--- config.mk ---
export PLATFORM = sky130hd
export DESIGN_NAME = addr_mode_sequencer
export DESIGN_NICKNAME = d
export VERILOG_FILES = /design/src/rtl/addr_mode_sequencer.sv
export SDC_FILE = /design/constraint.sdc
export NUM_CORES = 1
export LEC_CHECK = 0
export ABC_AREA = 1
export BUFFER_PORTS_ARGS = -buffer_cell sky130_fd_sc_hd__buf_4
export CORE_MARGIN = 2
export CORE_UTILIZATION = 48
export DETAILED_ROUTE_END_ITERATION = 10
export GPL_ROUTABILITY_DRIVEN = 0
export PLACE_DENSITY = 0.77
export SETUP_SLACK_MARGIN = 0.05
export SLEW_MARGIN = 10
export SYNTH_ARGS = -nofsm -noshare
export SYNTH_HDL_FRONTEND = slang
export SYNTH_SLANG_ARGS = --single-unit
export TNS_END_PERCENT = 5
--- constraint.sdc ---
create_clock -name clk -period 2.1 [get_ports clk]
set_input_delay 0.315 -clock clk [delete_from_list [all_inputs] [get_ports clk]]
set_output_delay 0.315 -clock clk [all_outputs]
set_load 0.02 [all_outputs]
--- src/rtl/addr_mode_sequencer.sv ---
// addr_mode_sequencer: resolves an operand effective address for the
// ZPG / ZPG_X / ZPG_Y / ABS / ABS_X / ABS_Y / IMM addressing modes by
// fetching operand bytes from the program stream, adding an index, and
// presenting the result with a valid/ready handshake.
//
// Optional feature macro: PAGE_CROSS_SKIP_EN
//   defined   -> indexed absolute modes visit FIXUP only when the low-byte
//                add carries (variable latency).
//   undefined -> indexed absolute modes always visit FIXUP (fixed latency);
//                page_cross is still reported.
module addr_mode_sequencer #(
   parameter int unsigned DATA_W = 8
) (
   input  logic                  clk,
   input  logic                  res,
   input  logic                  rdy,
   input  logic                  start,
   input  logic [2:0]            mode,
   input  logic [DATA_W-1:0]     data_in,
   input  logic [DATA_W-1:0]     x_idx,
   input  logic [DATA_W-1:0]     y_idx,
   input  logic                  ea_ready,
   output logic                  pc_inc,
   output logic                  busy,
   output logic                  ea_valid,
   output logic [2*DATA_W-1:0]   ea,
   output logic                  page_cross,
   output logic                  mode_err
);

   typedef enum logic [2:0] {
      S_IDLE,
      S_FETCH_LO,
      S_FETCH_HI,
      S_INDEX,
      S_FIXUP,
      S_DONE
   } state_t;

   typedef enum logic [2:0] {
      M_ZPG   = 3'd0,
      M_ZPG_X = 3'd1,
      M_ZPG_Y = 3'd2,
      M_ABS   = 3'd3,
      M_ABS_X = 3'd4,
      M_ABS_Y = 3'd5,
      M_IMM   = 3'd6,
      M_RSVD  = 3'd7
   } mode_t;

   state_t              state_q, state_n;
   mode_t               mode_q, mode_n;
   logic [DATA_W-1:0]   lo_q, lo_n;
   logic [DATA_W-1:0]   hi_q, hi_n;
   logic                cross_q, cross_n;
   logic                err_q, err_n;

   logic                use_x;
   logic                zero_page;
   logic [DATA_W-1:0]   idx;
   logic [DATA_W:0]     sum;

   // Index operand selection and the carry-producing low-byte add.
   always_comb begin
      use_x     = (mode_q == M_ZPG_X) || (mode_q == M_ABS_X);
      zero_page = (mode_q == M_ZPG_X) || (mode_q == M_ZPG_Y);
      idx       = use_x ? x_idx : y_idx;
      sum       = {1'b0, lo_q} + {1'b0, idx};
   end

   // State and datapath registers; asynchronous reset clears everything.
   always_ff @(posedge clk or posedge res) begin
      if (res) begin
         state_q <= S_IDLE;
         mode_q  <= M_ZPG;
         lo_q    <= '0;
         hi_q    <= '0;
         cross_q <= 1'b0;
         err_q   <= 1'b0;
      end else begin
         state_q <= state_n;
         mode_q  <= mode_n;
         lo_q    <= lo_n;
         hi_q    <= hi_n;
         cross_q <= cross_n;
         err_q   <= err_n;
      end
   end

   // Next-state, datapath update and pc_inc; everything holds while rdy is low.
   always_comb begin
      state_n = state_q;
      mode_n  = mode_q;
      lo_n    = lo_q;
      hi_n    = hi_q;
      cross_n = cross_q;
      err_n   = err_q;
      pc_inc  = 1'b0;

      if (rdy) begin
         case (state_q)
            S_IDLE: begin
               if (start) begin
                  mode_n  = mode_t'(mode);
                  state_n = S_FETCH_LO;
               end
            end

            S_FETCH_LO: begin
               if (mode_q == M_RSVD) begin
                  // Reserved mode: consume nothing, report a zero address.
                  lo_n    = '0;
                  hi_n    = '0;
                  err_n   = 1'b1;
                  state_n = S_DONE;
               end else begin
                  pc_inc = 1'b1;
                  lo_n   = data_in;
                  hi_n   = '0;
                  case (mode_q)
                     M_ABS, M_ABS_X, M_ABS_Y: state_n = S_FETCH_HI;
                     M_ZPG_X, M_ZPG_Y:        state_n = S_INDEX;
                     default:                 state_n = S_DONE;
                  endcase
               end
            end

            S_FETCH_HI: begin
               pc_inc  = 1'b1;
               hi_n    = data_in;
               state_n = (mode_q == M_ABS) ? S_DONE : S_INDEX;
            end

            S_INDEX: begin
               lo_n = sum[DATA_W-1:0];
               if (zero_page) begin
                  // Zero-page indexing wraps within page 0; carry discarded.
                  hi_n    = '0;
                  state_n = S_DONE;
               end else begin
                  cross_n = sum[DATA_W];
`ifdef PAGE_CROSS_SKIP_EN
                  state_n = sum[DATA_W] ? S_FIXUP : S_DONE;
`else
                  state_n = S_FIXUP;
`endif
               end
            end

            S_FIXUP: begin
               // Carry into the high byte; the top page wraps to page 0.
               hi_n    = hi_q + DATA_W'(cross_q);
               state_n = S_DONE;
            end

            S_DONE: begin
               if (ea_ready) begin
                  cross_n = 1'b0;
                  err_n   = 1'b0;
                  if (start) begin
                     mode_n  = mode_t'(mode);
                     state_n = S_FETCH_LO;
                  end else begin
                     state_n = S_IDLE;
                  end
               end
            end

            default: state_n = S_IDLE;
         endcase
      end
   end

   // Status outputs decoded directly from registered state.
   always_comb begin
      busy       = (state_q != S_IDLE);
      ea_valid   = (state_q == S_DONE);
      ea         = {hi_q, lo_q};
      page_cross = cross_q;
      mode_err   = err_q;
   end

endmodule
==> results of run 1 <==
per-layer routing:
| layer | vias up | track usage | share of wire |
|---|---|---|---|
| li1 | 1038 | - | - |
| met1 | 960 | 0.292 | 0.43 |
| met2 | 44 | 0.424 | 0.53 |
| met3 | 4 | 0.0362 | 0.039 |
| met4 | 0 | 0.0575 | 0.0077 |
| met5 | - | 0 | 0 |
layout make-up:
cell class,instances,share of cell area
inverters,36,0.0521
clock buffers,4,0.0208
repair buffers,63,0.180
well taps,50,0.0237
multi-input cells,219,0.495
flip-flops and latches,24,0.228
state kept, by name, summed over array words and instances, names as in the netlist:
| name | count |
|---|---|
| hi_q | 8 |
| lo_q | 8 |
| mode_err | 1 |
| mode_q | 3 |
| page_cross | 1 |
| state_q | 3 |
per-stage QoR:
stage | cells | total power [mW] | utilization | cell area, sq um
floorplan | 282 | 2.33 | - | 2010
global placement | 392 | 2.99 | 0.630 | 2520
detailed placement | 392 | 3.06 | 0.630 | 2520
CTS | 396 | 3.40 | 0.647 | 2590
global route | 396 | 3.85 | 0.660 | 2640
finish | 396 | 3.52 | 0.660 | 2640
worst max-delay path, stage by stage, from the launching register on:
cell      delay [ns]
dfrtp_2         0.46
a21oi_4         0.18
o21ai_4         0.10
mux2_4          0.32
ha_4            0.17
fa_2            0.38
nand2_2         0.08
nand2_1         0.05
nand3b_1        0.10
nand2_1         0.06
nand2_1         0.06
nand3_1         0.07
nand2_1         0.07
nand2_1         0.05
worst max-delay path by stage:
stage	start	endpoint	slack, ns
3_3_place_gp	mode_q[0]	lo_q[6]	-0.07
3_5_place_dp	mode_q[0]	lo_q[6]	-0.13
2_1_floorplan	mode_q[0]	lo_q[4]	-0.04
4_1_cts	mode_q[2]	lo_q[7]	-0.13
6_report	mode_q[2]	lo_q[6]	-0.15
5_1_grt	mode_q[2]	lo_q[6]	-0.28
layout by cell type (no fill, tap or decap), types with 3 or more instances in the layout:
cell / synthesis / layout
nand3b_1: 3 / 3
nand2_1: 95 / 93
nor2_4: 3 / 3
buf_4: 2 / 62
o21ai_0: 15 / 12
ha_4: 0 / 3
o21ai_1: 3 / 6
clkbuf_8: 0 / 4
nor2_1: 14 / 13
dfrtp_1: 24 / 22
ha_1: 12 / 9
inv_1: 29 / 29
a21oi_1: 16 / 14
o21ai_2: 6 / 5
nand3_1: 23 / 22
nand2_2: 5 / 6
mux2_2: 8 / 7
inv_2: 5 / 5
what timing repair did:
action,4_1_cts,5_1_grt
gates resized for setup,2,11
pin swaps,1,3
setup endpoints to repair,8,9
buffers inserted,0,0
power by group:
part	internal, mW	total [mW]	leakage (nW)	switching (mW)
combinational	0.974	2.35	1.10	1.37
clock	0.167	0.320	0.0288	0.153
sequential	0.639	0.851	0.307	0.212
cell families (layout without fill, tap and decap cells):
logic type | count (synthesis) | count (layout) | synth area share
compound gates | 45 | 45 | 0.132
xor+xnor | 4 | 4 | 0.0176
fa+ha+maj | 13 | 13 | 0.0856
buf+inv | 39 | 103 | 0.0825
flops | 24 | 24 | 0.302
mux | 8 | 8 | 0.0453
simple gates | 149 | 149 | 0.335
==> results.tsv, run 1 <==
stage	metric	value	unit
logic_synthesis	synth_seq_cells	24	
route	routedWlPerCell	12.9	um
floorplanning	fp.dieH	68.3	um
sta	fin_crit_sh	1.07	
sta	rsz0062_at_grt	yes	
floorplanning	pin_count	53	
run_status	violations	negative setup slack	
logic_synthesis	yosysMostFrequentCell	nand2_1	
setup_path	critPathKind	flop to flop	
logic_synthesis	synth.cell_area	1990	sq um
grt	grt_pass1_wl	8420	um
clock_network	clk_latency	0.27	ns
logic_synthesis	synth_nets	327	
clock_network	cts_tree	built	
route	firstDrtPassIters	4	
grt	grt_usage	0.235	
clock_network	cts-root-buf	clkbuf_8	
floorplanning	initial_core_util	0.497	
setup_path	path_max_fanout	4	
setup_path	r2r-start	mode_q[2]	
sta	maxSlewHeadroom	0.649	
setup_path	cp.arrival	2.41	ns
logic_synthesis	synth_edf_count	0	
route	drc	0	
route	drt_wl_total	5090	um
sta	fin_setup_tns	-0.640	ns
floorplanning	dieArea	4670	sq um
sta	fin_skew	0.000946	ns
sta	setup_viol	7	
logic_synthesis	yosysSeqAreaShare	0.302	
logic_synthesis	yosys_warnings	0	
power_and_ir_drop	peakVddDrop	0.000889	V
setup_path	rr_endpoint	lo_q[6]	
setup_path	r2r_slack	-0.15	ns
sta	fmax	444	MHz
sta	tightest_slew	0.525	ns
logic_synthesis	synth_cells	282	
logic_synthesis	synth.area.top_cells	dfrtp_1 30%, nand2_1 18%, ha_1 7.6%	
floorplanning	die_w	68.3	um
placement	pre_cts_slack	-0.133	ns
route	dr_total_vias	2046	
grt	antenna_found_initial	0	
finish	area_growth_syn_to_layout	32.9	%
route	viasPerCell	5.17	
setup_path	cp-end-kind	flop	
clock_network	ctsHoldBuffers	0	
route	drt_iter0_markers	123	
run	maxCapViolCount	0	
floorplanning	rows	23	
placement	portBuffers	52	
logic_synthesis	ys_types	31	
clock_network	cts_buffer_depth	2	
sta	final.min_clock_period	2.25	ns
logic_synthesis	synth_top_area_frac	0.302	
sta	finalHoldViolCount	0	
finish	final-seq-area	603	sq um
run_status	outcome	complete, but fails checks	
power_and_ir_drop	p_leak	1.44	nW
finish	drive_gt1_frac	0.318	
grt	grt_max_degree	16	
sta	holdWs	0.0285	ns
power_and_ir_drop	cellPowerDensity	1330	nW/um^2
clock_network	cts_sinks	24	
hold_path	hp-class	primary input to async pin	
placement	hpwl	3990	um
grt	grt.overflow.total	0	
grt	grt_pass1_vias	1938	
clock_network	cts.reportedPaths.clkPinSlew	0.09	ns
sta	maxSlewViolCount	0	
logic_synthesis	synth_common_cells	95 x nand2_1, 29 x inv_1, 24 x dfrtp_1, 23 x nand3_1, 16 x a21oi_1	
setup_path	rr_worst_depth	13	
setup_path	crit_required	2.26	ns
logic_synthesis	ys_async_sr_fraction	1.00	
logic_synthesis	syn_avg_cell_area	7.05	sq um
setup_path	startpoint_type	flop	
finish	n_antenna_cell	0	
route	ant_nets	0	
floorplanning	core_area	4000	sq um
clock_network	cts_buffers	3	
finish	nets	392	
clock_network	htree_levels	1	
logic_synthesis	synth_ff_type	dfrtp_1	
finish	multi_input_area	1310	sq um
finish	nFillCells	370	
sta	setup_ws	-0.151	ns
logic_synthesis	synth_top_area_cell	dfrtp_1	
Power figures use the tool's default switching activity.
==> inputs of run 2 (changes only) <==
Settings changed: PLACE_DENSITY 0.77 to 0.88.
==> run 2 against run 1 <==
- the flow still finishes with violations (negative setup slack)
- clock power is 31% higher
- clock skew up 0.0047 ns
- critical endpoint is now lo_q[3]
- register-to-register slack about the same
- first-iteration DRC count is 41% higher
- highest routed layer unchanged
- power rose by 3.3%
- final cell count increased by 1.0%
- setup slack worse by 0.015 ns
==> results.tsv, run 2 (same netlist as run 1, synthesis figures left out) <==
stage	metric	value	unit	change
sta	maxSlewViolCount	0		unchanged
clock_network	clk_latency	0.28	ns	about the same
clock_network	ctsHoldBuffers	0		unchanged
floorplanning	rows	23		unchanged
grt	grt_max_degree	25		+9
power_and_ir_drop	p_leak	1.46	nW	+1.7%
grt	antenna_found_initial	0		unchanged
clock_network	cts_sinks	24		unchanged
floorplanning	initial_core_util	0.497		unchanged
setup_path	critPathMostFrequentCell	nand2_1		
sta	setup_ws	-0.165	ns	-0.0146 ns
setup_path	startpoint_type	flop		
sta	final.min_clock_period	2.27	ns	+0.0146 ns
setup_path	critPathKind	flop to flop		
route	drt_wl_total	5150	um	+1.1%
power_and_ir_drop	power_frac_comb	0.651		-0.016
grt	grt_pass1_vias	1893		-2.3%
finish	drive_gt1_frac	0.317		-0.000776
route	firstDrtPassIters	5		+1
setup_path	crit_required	2.26	ns	about the same
clock_network	cts_buffers	3		unchanged
sta	finalHoldViolCount	0		unchanged
route	routedWlPerCell	12.9	um	about the same
sta	tightest_slew	0.464	ns	-0.0606 ns
sta	fin_crit_sh	1.08		+0.00694
run	maxCapViolCount	0		unchanged
sta	rsz0062_at_grt	yes		
clock_network	htree_levels	1		unchanged
setup_path	crit_path_cell_trace	o21ai_4 -> buf_4 -> mux2_2 -> ha_1 -> nand2_1 -> nand3_2 -> xor2_1 -> o21ai_0 -> nand2_1		
route	dr_total_vias	2079		+1.6%
power_and_ir_drop	peakVddDrop	0.000897	V	+0.99%
sta	setup_viol	7		unchanged
setup_path	cp-end-kind	flop		
run_status	outcome	complete, but fails checks		
route	viasPerCell	5.20		+0.60%
setup_path	cp.arrival	2.43	ns	+0.02 ns
hold_path	hp-class	primary input to async pin		
power_and_ir_drop	power_frac_clock	0.115		+0.024
floorplanning	core_area	4000	sq um	unchanged
setup_path	slowest_delay	0.46	ns	about the same
route	ant_nets	0		unchanged
power_and_ir_drop	p_sw	1.75	mW	+0.69%
finish	reg_top3	hi_q (8), lo_q (8)		
power_and_ir_drop	cellInternalPower	1.89	mW	+5.9%
finish	final_common_cell	nand2_1		
sta	maxSlewHeadroom	0.690		+0.0405
clock_network	cts.reportedPaths.clkPinSlew	0.09	ns	about the same
floorplanning	dieArea	4670	sq um	unchanged
placement	dpl_cell_area	2500	sq um	-0.60%
floorplanning	pin_count	53		unchanged
finish	finalInstanceArea	2660	sq um	+0.62%
power_and_ir_drop	switching_share	0.481		-0.0127
floorplanning	die_w	68.3	um	unchanged
sta	fmax	441	MHz	-0.64%
setup_path	crit_family	flip-flops		
setup_path	path_max_fanout	6		+2
power_and_ir_drop	fin_total_pwr	3.64	mW	+3.3%
floorplanning	fp.dieH	68.3	um	unchanged
finish	nets	396		+1.0%
finish	final_cell_mix	94 x nand2_1, 67 x buf_4, 29 x inv_1		
power_and_ir_drop	power_frac_seq	0.234		-0.008
placement	portBuffers	52		unchanged
grt	grt.overflow.total	0		unchanged
clock_network	cts-root-buf	clkbuf_8		
sta	fin_skew	0.00568	ns	+0.00474 ns
setup_path	critPathBufInv	1		+1
setup_path	worst_path_max_delay_cell	dfrtp_2		
grt	grt_usage	0.229		-0.00635
route	drt_iter0_markers	173		+41%
clock_network	cts_tree	built		
grt	grt_pass1_wl	8190	um	-2.7%
placement	hpwl	3900	um	-2.2%
finish	area_growth_syn_to_layout	33.8	%	
finish	n_antenna_cell	0		unchanged
clock_network	cts_buffer_depth	2		unchanged
run_status	violations	negative setup slack		
route	drc	0		unchanged
power_and_ir_drop	cellPowerDensity	1370	nW/um^2	+2.7%
[run 2: worst register-to-register path: stages (launching register included)]
cell and delay (ns):
dfrtp_2 0.46, o21ai_4 0.25, buf_4 0.16, mux2_2 0.34, ha_1 0.31, nand2_1 0.10
nand3_2 0.13, xor2_1 0.17, o21ai_0 0.16, nand2_1 0.08
[run 2: power groups by stage]
stage               clock (mW)  sequential [mW]  combinational [mW]
floorplan                    0            0.973                1.36
global placement             0            0.838                2.12
detailed placement           0            0.843                2.20
CTS                      0.420            0.850                2.26
global route             0.442            0.882                2.61
finish                   0.418            0.852                2.37
[run 2: worst paths after layout]
check	startpoint	end	slack (ns)	cells after the start
worst min-delay path	res	hi_q[2]	0.08	3
worst min register to register	mode_err	mode_err	0.50	2
worst max-delay path	mode_q[2]	lo_q[3]	-0.17	9
max in group asynchronous	res	mode_q[0]	1.75	3
min in group clk	mode[2]	mode_q[2]	0.30	3
worst max register to register	mode_q[2]	lo_q[3]	-0.17	9
[run 2: cell type report]
type | instances | area [sq um]
Clock buffer | 3 | 41.3
Clock inverter | 1 | 30.0
Fill cell | 348 | 1340
Inverter | 36 | 138
Multi-Input combinational cell | 219 | 1280
Sequential cell | 24 | 603
Tap cell | 50 | 62.6
Timing Repair Buffer | 67 | 503
[run 2: stage by stage]
| stage | setup WS (ns) | setup TNS [ns] | utilization | hold slack (ns) | cells |
|---|---|---|---|---|---|
| after floorplan | -0.0372 | -0.0657 | - | 0.329 | 282 |
| after global placement | -0.0941 | -0.357 | 0.626 | 0.389 | 390 |
| after detailed placement | -0.181 | -0.882 | 0.626 | 0.393 | 390 |
| after CTS | -0.140 | -0.692 | 0.653 | 0.0928 | 395 |
| after global routing | -0.286 | -1.64 | 0.664 | 0.111 | 400 |
| final | -0.165 | -0.851 | 0.664 | 0.0821 | 400 |
[run 2: timing repair]
item                                    CTS  global route
resized for setup                         7             3
setup buffers                             1             5
gates cloned                              0             0
pin swaps                                 3             7
endpoints found under the setup margin    8             9
[run 2: routing by layer]
metal / vias up / part of all wire / track usage / wire length [um]
li1: 1053 / - / - / -
met1: 955 / 0.42 / 0.285 / 2150
met2: 67 / 0.52 / 0.410 / 2680
met3: 4 / 0.056 / 0.0444 / 286
met4: 0 / 0.0060 / 0.0450 / 31
met5: - / 0 / 0 / 0
==> inputs of run 3 (changes only) <==
==> constraint.sdc (replaced) <==
create_clock -name clk -period 2.1 [get_ports clk]
set_input_delay 0.21 -clock clk [delete_from_list [all_inputs] [get_ports clk]]
set_output_delay 0.21 -clock clk [all_outputs]
set_load 0.02 [all_outputs]
==> run 3 against run 2 <==
- the flow still finishes with violations (negative setup slack)
- combinational power down 2%
- sequential power about the same
- setup slack worse by 0.056 ns
- wire length down 3.7%
- first-iteration DRC count down 16%
- maximum frequency down 2.4%
- clock skew down 0.0032 ns
- via count up 1.3%
- power down 3.6%
==> results.tsv, run 3 (same netlist as run 1, synthesis figures left out) <==
stage	metric	value	unit	change
run_status	outcome	complete, but fails checks		
run_status	violations	negative setup slack		
placement	pre_cts_slack	-0.176	ns	+0.00596 ns
floorplanning	fp.dieH	68.3	um	unchanged
finish	finalInstanceArea	2640	sq um	-0.61%
clock_network	htree_levels	1		unchanged
sta	fmax	431	MHz	-2.4%
power_and_ir_drop	peakVddDrop	0.000807	V	-10%
route	dr_total_vias	2105		+1.3%
grt	busiest_layer	met2		
finish	area_growth_syn_to_layout	32.9	%	
sta	rsz0062_at_grt	yes		
floorplanning	dieArea	4670	sq um	unchanged
grt	grt_pass1_wl	8170	um	-0.26%
finish	final_common_cell	nand2_1		
finish	final_cell_mix	94 x nand2_1, 65 x buf_4, 29 x inv_1		
placement	hpwl	3960	um	+1.5%
grt	met1_usage	0.285		+0.000439
grt	use_met3	0.0197		-0.0247
route	viasPerCell	5.28		+1.5%
sta	fin_crit_sh	1.11		+0.0266
setup_path	cp-end-kind	flop		
finish	n_antenna_cell	0		unchanged
setup_path	r2r_slack	-0.22	ns	-0.06 ns
grt	grt_usage	0.225		-0.00430
clock_network	cts_buffer_depth	2		unchanged
hold_path	whs_endpoint	mode_q[1]		
sta	tightest_slew	0.546	ns	+0.0819 ns
placement	dpl_cell_area	2500	sq um	unchanged
sta	fin_skew	0.00244	ns	-0.00324 ns
route	drt_iter0_markers	146		-16%
sta	fin_setup_tns	-0.953	ns	-0.102 ns
sta	maxSlewHeadroom	0.635		-0.0543
setup_path	startpoint_type	flop		
grt	grt_pass1_vias	1958		+3.4%
hold_path	hp-class	primary input to flop		
run	maxCapViolCount	0		unchanged
placement	place_inst	390		unchanged
setup_path	r2r-start	mode_q[0]		
route	ant_nets	0		unchanged
sta	maxSlewViolCount	0		unchanged
floorplanning	rows	23		unchanged
floorplanning	die_w	68.3	um	unchanged
grt	antenna_found_initial	0		unchanged
floorplanning	initial_core_util	0.497		unchanged
grt	grtUsageMet2	0.399		-0.0109
finish	nets	395		-0.25%
placement	portBuffers	52		unchanged
clock_network	clk_latency	0.27	ns	about the same
power_and_ir_drop	p_leak	1.45	nW	-0.67%
sta	setup_ws	-0.221	ns	-0.0559 ns
sta	finalHoldViolCount	0		unchanged
finish	stdcell_count	399		-0.25%
route	firstDrtPassIters	4		-1
setup_path	cp.arrival	2.49	ns	+0.06 ns
floorplanning	pin_count	53		unchanged
setup_path	rr_endpoint	lo_q[6]		
finish	fin_util	0.660		-0.00407
grt	grt_max_degree	16		-36%
floorplanning	core_area	4000	sq um	unchanged
grt	grt.overflow.total	0		unchanged
setup_path	crit_required	2.27	ns	about the same
clock_network	cts_buffers	3		unchanged
clock_network	cts.reportedPaths.clkPinSlew	0.09	ns	about the same
setup_path	rr_worst_depth	12		+3
route	routedWlPerCell	12.4	um	-3.5%
power_and_ir_drop	fin_total_pwr	3.50	mW	-3.6%
finish	drive_gt1_frac	0.318		+0.000909
sta	setup_viol	7		unchanged
setup_path	critPathKind	flop to flop		
clock_network	cts-root-buf	clkbuf_8		
route	drt_wl_total	4950	um	-3.7%
hold_path	holdPathStages	3		
finish	reg_top3	hi_q (8), lo_q (8)		
clock_network	cts_sinks	24		unchanged
route	drc	0		unchanged
sta	holdWs	0.184	ns	+0.102 ns
power_and_ir_drop	cellPowerDensity	1330	nW/um^2	-3.0%
sta	final.min_clock_period	2.32	ns	+0.0559 ns
hold_path	hp-start	mode[1]		
clock_network	cts_tree	built		
setup_path	path_max_fanout	7		+1
[run 3: worst max path at each step]
stage	startpoint	to	slack [ns]	depth (start not counted)
2_1_floorplan	mode_q[0]	lo_q[4]	-0.04	10
3_3_place_gp	mode_q[2]	lo_q[6]	-0.1	12
3_5_place_dp	mode_q[2]	lo_q[6]	-0.18	12
4_1_cts	mode_q[2]	lo_q[6]	-0.18	12
5_1_grt	mode_q[0]	lo_q[6]	-0.31	12
6_report	mode_q[0]	lo_q[6]	-0.22	12
[run 3: critical path, stage by stage (launching register included)]
cell,delay (ns)
dfrtp_2,0.46
o21ai_4,0.30
mux2_4,0.35
ha_4,0.17
fa_2,0.38
nand2_2,0.09
nand2_1,0.06
nand3b_1,0.12
nand2_1,0.07
nand2_1,0.06
nand3_1,0.06
nand2_1,0.06
nand2_1,0.04
[run 3: repair_timing]
action,4_1_cts,5_1_grt
setup buffers,0,4
resized for setup,1,10
hold endpoints to repair,5,0
endpoints found under the setup margin,8,8
hold buffers,1,0
pin swaps,0,4
[run 3: metal layers]
metal / vias up / wire, um
li1: 1050 / -
met1: 968 / 2070
met4: 0 / 72
met2: 77 / 2550
met3: 10 / 257
met5: - / 0
[run 3: area by class of cell]
class                      count  area [sq um]
clock buffer                   4          55.1
fill                         344          1360
inverter                      36           138
multi-input combinational    219          1280
sequential                    24           603
tap                           50          62.6
timing repair buffer          66           498
[run 3: power breakdown]
part           switching, mW  total, mW  internal (mW)
Clock                  0.159      0.326          0.168
Combinational           1.35       2.33          0.976
Sequential             0.211      0.851          0.639
Total                   1.72       3.50           1.78
